===== src/rtl/timer_clock_select.sv =====
// timer_clock_select: count-enable strobe generator for the 8-bit timer.
// Selects an internal prescaler tap or a synchronized external pin edge and
// emits a registered one-cycle CountPulse. Fully synchronous to Clock.
// Optional build macro: TIMER_NOISE_FILTER_EN adds a 3-sample stability
// filter after the external-pin synchronizer.
module timer_clock_select #(
  parameter int unsigned PRESCALE_WIDTH = 10,
  parameter int unsigned SYNC_STAGES    = 2
) (
  input  logic                      Clock,
  input  logic                      Reset,
  input  logic                      TimerEnable,
  input  logic [2:0]                ClockSelect,
  input  logic [1:0]                ClockEdge,
  input  logic                      ExtClockPin,
  output logic                      CountPulse,
  output logic [PRESCALE_WIDTH-1:0] PrescalerCount,
  output logic                      ExtClockSync
);

  typedef enum logic [2:0] {
    SEL_DIV1    = 3'b000,
    SEL_DIV2    = 3'b001,
    SEL_DIV8    = 3'b010,
    SEL_DIV32   = 3'b011,
    SEL_DIV64   = 3'b100,
    SEL_DIV1024 = 3'b101,
    SEL_EXT     = 3'b110,
    SEL_RSVD    = 3'b111
  } sel_e;

  sel_e                      sel_q, sel_d;
  logic [1:0]                edge_q, edge_d;
  logic [PRESCALE_WIDTH-1:0] presc_q, presc_d;
  logic [SYNC_STAGES-1:0]    sync_q, sync_d;
  logic                      hist_q, hist_d;
  logic                      pulse_q, pulse_d;

  logic                      sync_lvl;
  logic                      ext_lvl;
  logic                      cfg_change;
  logic                      internal_sel;
  logic [PRESCALE_WIDTH-1:0] tap_mask;
  logic                      ext_rise, ext_fall;

  assign sync_lvl = sync_q[SYNC_STAGES-1];

`ifdef TIMER_NOISE_FILTER_EN
  logic f1_q, f1_d, f2_q, f2_d;

  // Filtered level moves only when the last three synchronized samples agree;
  // hist_q doubles as the filtered level so the edge is seen one cycle sooner.
  always_comb begin
    f1_d    = sync_lvl;
    f2_d    = f1_q;
    ext_lvl = hist_q;
    if ((sync_lvl == f1_q) && (sync_lvl == f2_q)) begin
      ext_lvl = sync_lvl;
    end
  end

  // Filter sample history.
  always_ff @(posedge Clock) begin
    if (Reset) begin
      f1_q <= 1'b0;
      f2_q <= 1'b0;
    end else begin
      f1_q <= f1_d;
      f2_q <= f2_d;
    end
  end

  assign ExtClockSync = hist_q;
`else
  assign ext_lvl      = sync_lvl;
  assign ExtClockSync = sync_lvl;
`endif

  // Tap selection, config-change detect, prescaler and strobe next-state.
  always_comb begin
    sel_d        = sel_e'(ClockSelect);
    edge_d       = ClockEdge;
    sync_d       = {sync_q[SYNC_STAGES-2:0], ExtClockPin};
    hist_d       = ext_lvl;
    presc_d      = presc_q;
    pulse_d      = 1'b0;
    tap_mask     = '0;
    internal_sel = 1'b1;
    cfg_change   = (sel_d != sel_q) || (edge_d != edge_q);
    ext_rise     = ext_lvl & ~hist_q;
    ext_fall     = ~ext_lvl & hist_q;

    case (sel_d)
      SEL_DIV1:    tap_mask = '0;
      SEL_DIV2:    tap_mask = PRESCALE_WIDTH'(1);
      SEL_DIV8:    tap_mask = PRESCALE_WIDTH'(7);
      SEL_DIV32:   tap_mask = PRESCALE_WIDTH'(31);
      SEL_DIV64:   tap_mask = PRESCALE_WIDTH'(63);
      SEL_DIV1024: tap_mask = PRESCALE_WIDTH'(1023);
      default:     internal_sel = 1'b0;
    endcase

    if (cfg_change || !internal_sel) begin
      presc_d = '0;
    end else if (TimerEnable) begin
      presc_d = presc_q + PRESCALE_WIDTH'(1);
    end

    // A config change suppresses the strobe; history still reloads from the
    // current level so nothing stale fires afterwards.
    if (TimerEnable && !cfg_change) begin
      if (internal_sel) begin
        pulse_d = ((presc_q & tap_mask) == tap_mask);
      end else if (sel_d == SEL_EXT) begin
        pulse_d = (edge_d[0] & ext_rise) | (edge_d[1] & ext_fall);
      end
    end
  end

  // State registers with synchronous reset.
  always_ff @(posedge Clock) begin
    if (Reset) begin
      sel_q   <= SEL_DIV1;
      edge_q  <= '0;
      presc_q <= '0;
      sync_q  <= '0;
      hist_q  <= 1'b0;
      pulse_q <= 1'b0;
    end else begin
      sel_q   <= sel_d;
      edge_q  <= edge_d;
      presc_q <= presc_d;
      sync_q  <= sync_d;
      hist_q  <= hist_d;
      pulse_q <= pulse_d;
    end
  end

  assign CountPulse     = pulse_q;
  assign PrescalerCount = presc_q;

endmodule


===== config.mk =====
export PLATFORM = sky130hd
export DESIGN_NAME = timer_clock_select
export DESIGN_NICKNAME = d
export VERILOG_FILES = /design/src/rtl/timer_clock_select.sv
export SDC_FILE = /design/constraint.sdc
export NUM_CORES = 1
export LEC_CHECK = 0
export CAP_MARGIN = 0
export CELL_PAD_IN_SITES_DETAIL_PLACEMENT = 1
export CELL_PAD_IN_SITES_GLOBAL_PLACEMENT = 2
export CORE_ASPECT_RATIO = 0.7
export CORE_MARGIN = 5
export CORE_UTILIZATION = 30
export DETAILED_ROUTE_END_ITERATION = 16
export HOLD_SLACK_MARGIN = 0.12
export PLACE_DENSITY = 0.92
export SYNTH_ARGS = -nofsm -noshare
export SYNTH_HDL_FRONTEND = slang
export SYNTH_SLANG_ARGS = --single-unit

===== constraint.sdc =====
create_clock -name Clock -period 2.3 [get_ports Clock]
set_input_delay 0.23 -clock Clock [delete_from_list [all_inputs] [get_ports Clock]]
set_output_delay 0.23 -clock Clock [all_outputs]
set_load 0.01 [all_outputs]

==> results.md <==
- Die area: between 4000 and 5000 um2
- H-tree lvl count: 1
- CTS tree: yes
- Most common cell after layout, fill and taps aside: clkdlybuf4s50_1
- Crit Path Max Fanout: 9
- Placeable core region: around 2800 um2
- Number of post-CTS setup repair buffers: 0
- Total power divided by cell area: between 500 and 600 nW/um2
- Clock slew at reported path FFs: around 0.07 ns
- Initial antenna violation count: 0
- Top Layer Used: met4
- Worst Setup End Kind: output pin
- Top FF cell, synth: dfxtp_1
- CP Data Arrival Time: 1.40 ns
- CP Launch Type: flip-flop
- Average size of a mapped cell: ~9.4 um2
- R2r setup slk: just over 0.8 ns
- Wire per inst: roughly 14 um
- Worst slew pin tran: just under 0.5 ns
- Iteration-0 DRC Markers: 29
- Fmax: slightly above 600 MHz
- Via count: 730
- Delay-heaviest family, CP: buffers and inverters
- Yosys warns: 0
- Post-synth EDFFs: 0
- Largest net degree at the start of global routing: 11
- FF+latch area: about 380 um2
- Worst Hold Class: flip-flop to flip-flop
- Sink Count: 19
- FF+latch count, synth: 19
- First-pass GRT wire length: between 3000 and 4000 um
- Routability cong.: just under 0.8
- Slowest CP cell: clkdlybuf4s50_1
- Ys async rst share: 0%
- Worst setup path category: flip-flop to output pin
- Post-cts sizing count: 0
- Post-layout nets: ~130
- Final Critical Period: 1.63 ns
- Final setup vio count: 0
- Hold Buf Count CTS: 0
- CP bufs+invs: 1
- RR Startpoint: PrescalerCount[2]
- Footprint of the multi-input gates: between 400 and 500 um2
- Worst-case clock buffer depth: 2
- WL final: ~2100 um
- Hold depth: 1
- Cell count after synthesis: 92
- Fin Hold WS: 0.461 ns
- WL met3: slightly above 60 um
- Status: completed
- Drt drc: 0
- Max-cap violations: 0
- Port buffer count: 20
- R2r endpoint: PrescalerCount[7]
- RSZ-0062 raised after global routing: no
- Die width: roughly 74 um
- Slew headroom: 67.7%
- Max-slew violations: 0
- Post-layout util: between 40 and 50%
- Leakage: slightly below 0.4 nW
- Setup Skew: around 0.0025 ns
- Max incr delay on CP: roughly 0.61 ns
- Fill cell count: ~330
- I/O pin count: 21
- Crit path cell chain: clkdlybuf4s50_1
- Cell variety after synth: 30
- Die height: roughly 55 um
- DRT met1 WL: between 900 and 1000 um
- Tot GR Track Use: ~11%
- HPWL after detailed placement: approximately 1600 um
- R2R cell count: 4
- Period utilisation layout: between 70% and 80%
- Number of diodes: 0
- Post-Syn Nets: 102
- Core Rows: 16
- Commonest non-fill, non-tap cells in the layout: 20 x clkdlybuf4s50_1, 19 x dfxtp_1, 12 x nor2_1
- 1st-pass router iterations: 4
- Drt via density: between 4 and 5
- Post-DRT Antenna Nets: 0
- Initial Util: a little under a third
- Synth-to-Final Area Change: 33.0%
- WHS Endpoint: sync_q[1]
- Mapped Area: 868 um2
- Max VDD drop: ~0.35 mV
- Hold path startpoint: sync_q[0]
- Total Neg Setup Slack: 0 ns
- Vias in the first global route: around 750
- Share of cells above drive strength 1: 11.2%
- Clk Tree Root Cell: clkbuf_8
- Sequential share of the synthesized area: 43.8%
- Hold Violations, Final: 0
- Total CTS buffers: 3
- Critical Path RT: between 2 and 2.5 ns
- Latest clock arrival within the worst-skew pair: 0.25 ns
- GRT overflow: 0
- Metal2 WL: roughly 1000 um
-- cell type report --
class / instances / share of cell area [%]
Tap cell: 36 / 3.90
Clock buffer: 4 / 3.90
Multi-Input combinational cell: 70 / 40.3
Sequential cell: 19 / 32.9
Timing Repair Buffer: 22 / 18.6
Inverter: 1 / 0.325
-- layer usage --
layer,GRT usage (%),vias up
met5,0,-
met4,3.55,0
met3,2.35,2
met2,19.0,13
met1,14.3,353
li1,-,362
-- power breakdown --
group          leakage (nW)  internal [W]  switching, W
clock                0.0228      0.000123      0.000104
combinational         0.209     0.0000277     0.0000240
sequential            0.155      0.000336    0.00000372
total                 0.386      0.000486      0.000131
-- registers in the layout, summed over array words and instances, names as in the netlist --
name,count
CountPulse,1
PrescalerCount,10
edge_q,2
hist_q,1
sel_q,3
sync_q,2
-- worst max-delay path by stage --
| stage | from | end | slack, ns | cells after the start |
|---|---|---|---|---|
| finish | PrescalerCount[2] | PrescalerCount[2] | 0.67 | 1 |
| global route | PrescalerCount[2] | PrescalerCount[2] | 0.61 | 1 |
| CTS | PrescalerCount[2] | PrescalerCount[2] | 0.66 | 1 |
| detailed placement | ClockSelect[2] | PrescalerCount[6] | 0.53 | 5 |
| global placement | ClockSelect[2] | PrescalerCount[1] | 0.59 | 5 |
| floorplan | PrescalerCount[2] | PrescalerCount[7] | 0.91 | 5 |
-- metrics by stage --
| stage | cell area, um2 | instances | setup WS, ns | total power [W] |
|---|---|---|---|---|
| 5_1_grt | 1150 | 152 | 0.615 | 0.000646 |
| 3_5_place_dp | 1110 | 148 | 0.535 | 0.000399 |
| 3_3_place_gp | 1110 | 148 | 0.593 | 0.000397 |
| 2_1_floorplan | 868 | 92 | 0.911 | 0.000370 |
| 6_report | 1150 | 152 | 0.666 | 0.000618 |
| 4_1_cts | 1150 | 152 | 0.657 | 0.000627 |
-- synth_stat cells (2+ instances only) --
cell type   n  share of area [%]
dfxtp_1    19                 44
nor2_1     12                5.2
xor2_1      9                9.1
nor2b_1     8                5.8
nand2_1     6                2.6
nand3_1     4                2.3
nand3b_1    4                3.5
nand4_1     4                2.9
xnor2_1     4                4.0
a21oi_1     2                1.2
-- cells by family after synthesis --
logic type | Yosys count | share of synthesized area [%]
buffers and inverters | 3 | 2.59
xor gates and xnor gates | 13 | 13.1
muxes | 1 | 1.15
and+or+nand+nor | 48 | 32.0
adders and majority gates | 1 | 1.44
DFF | 19 | 43.8
AOI/OAI and AO/OA | 7 | 5.91
(Power assumes the default switching activity.)
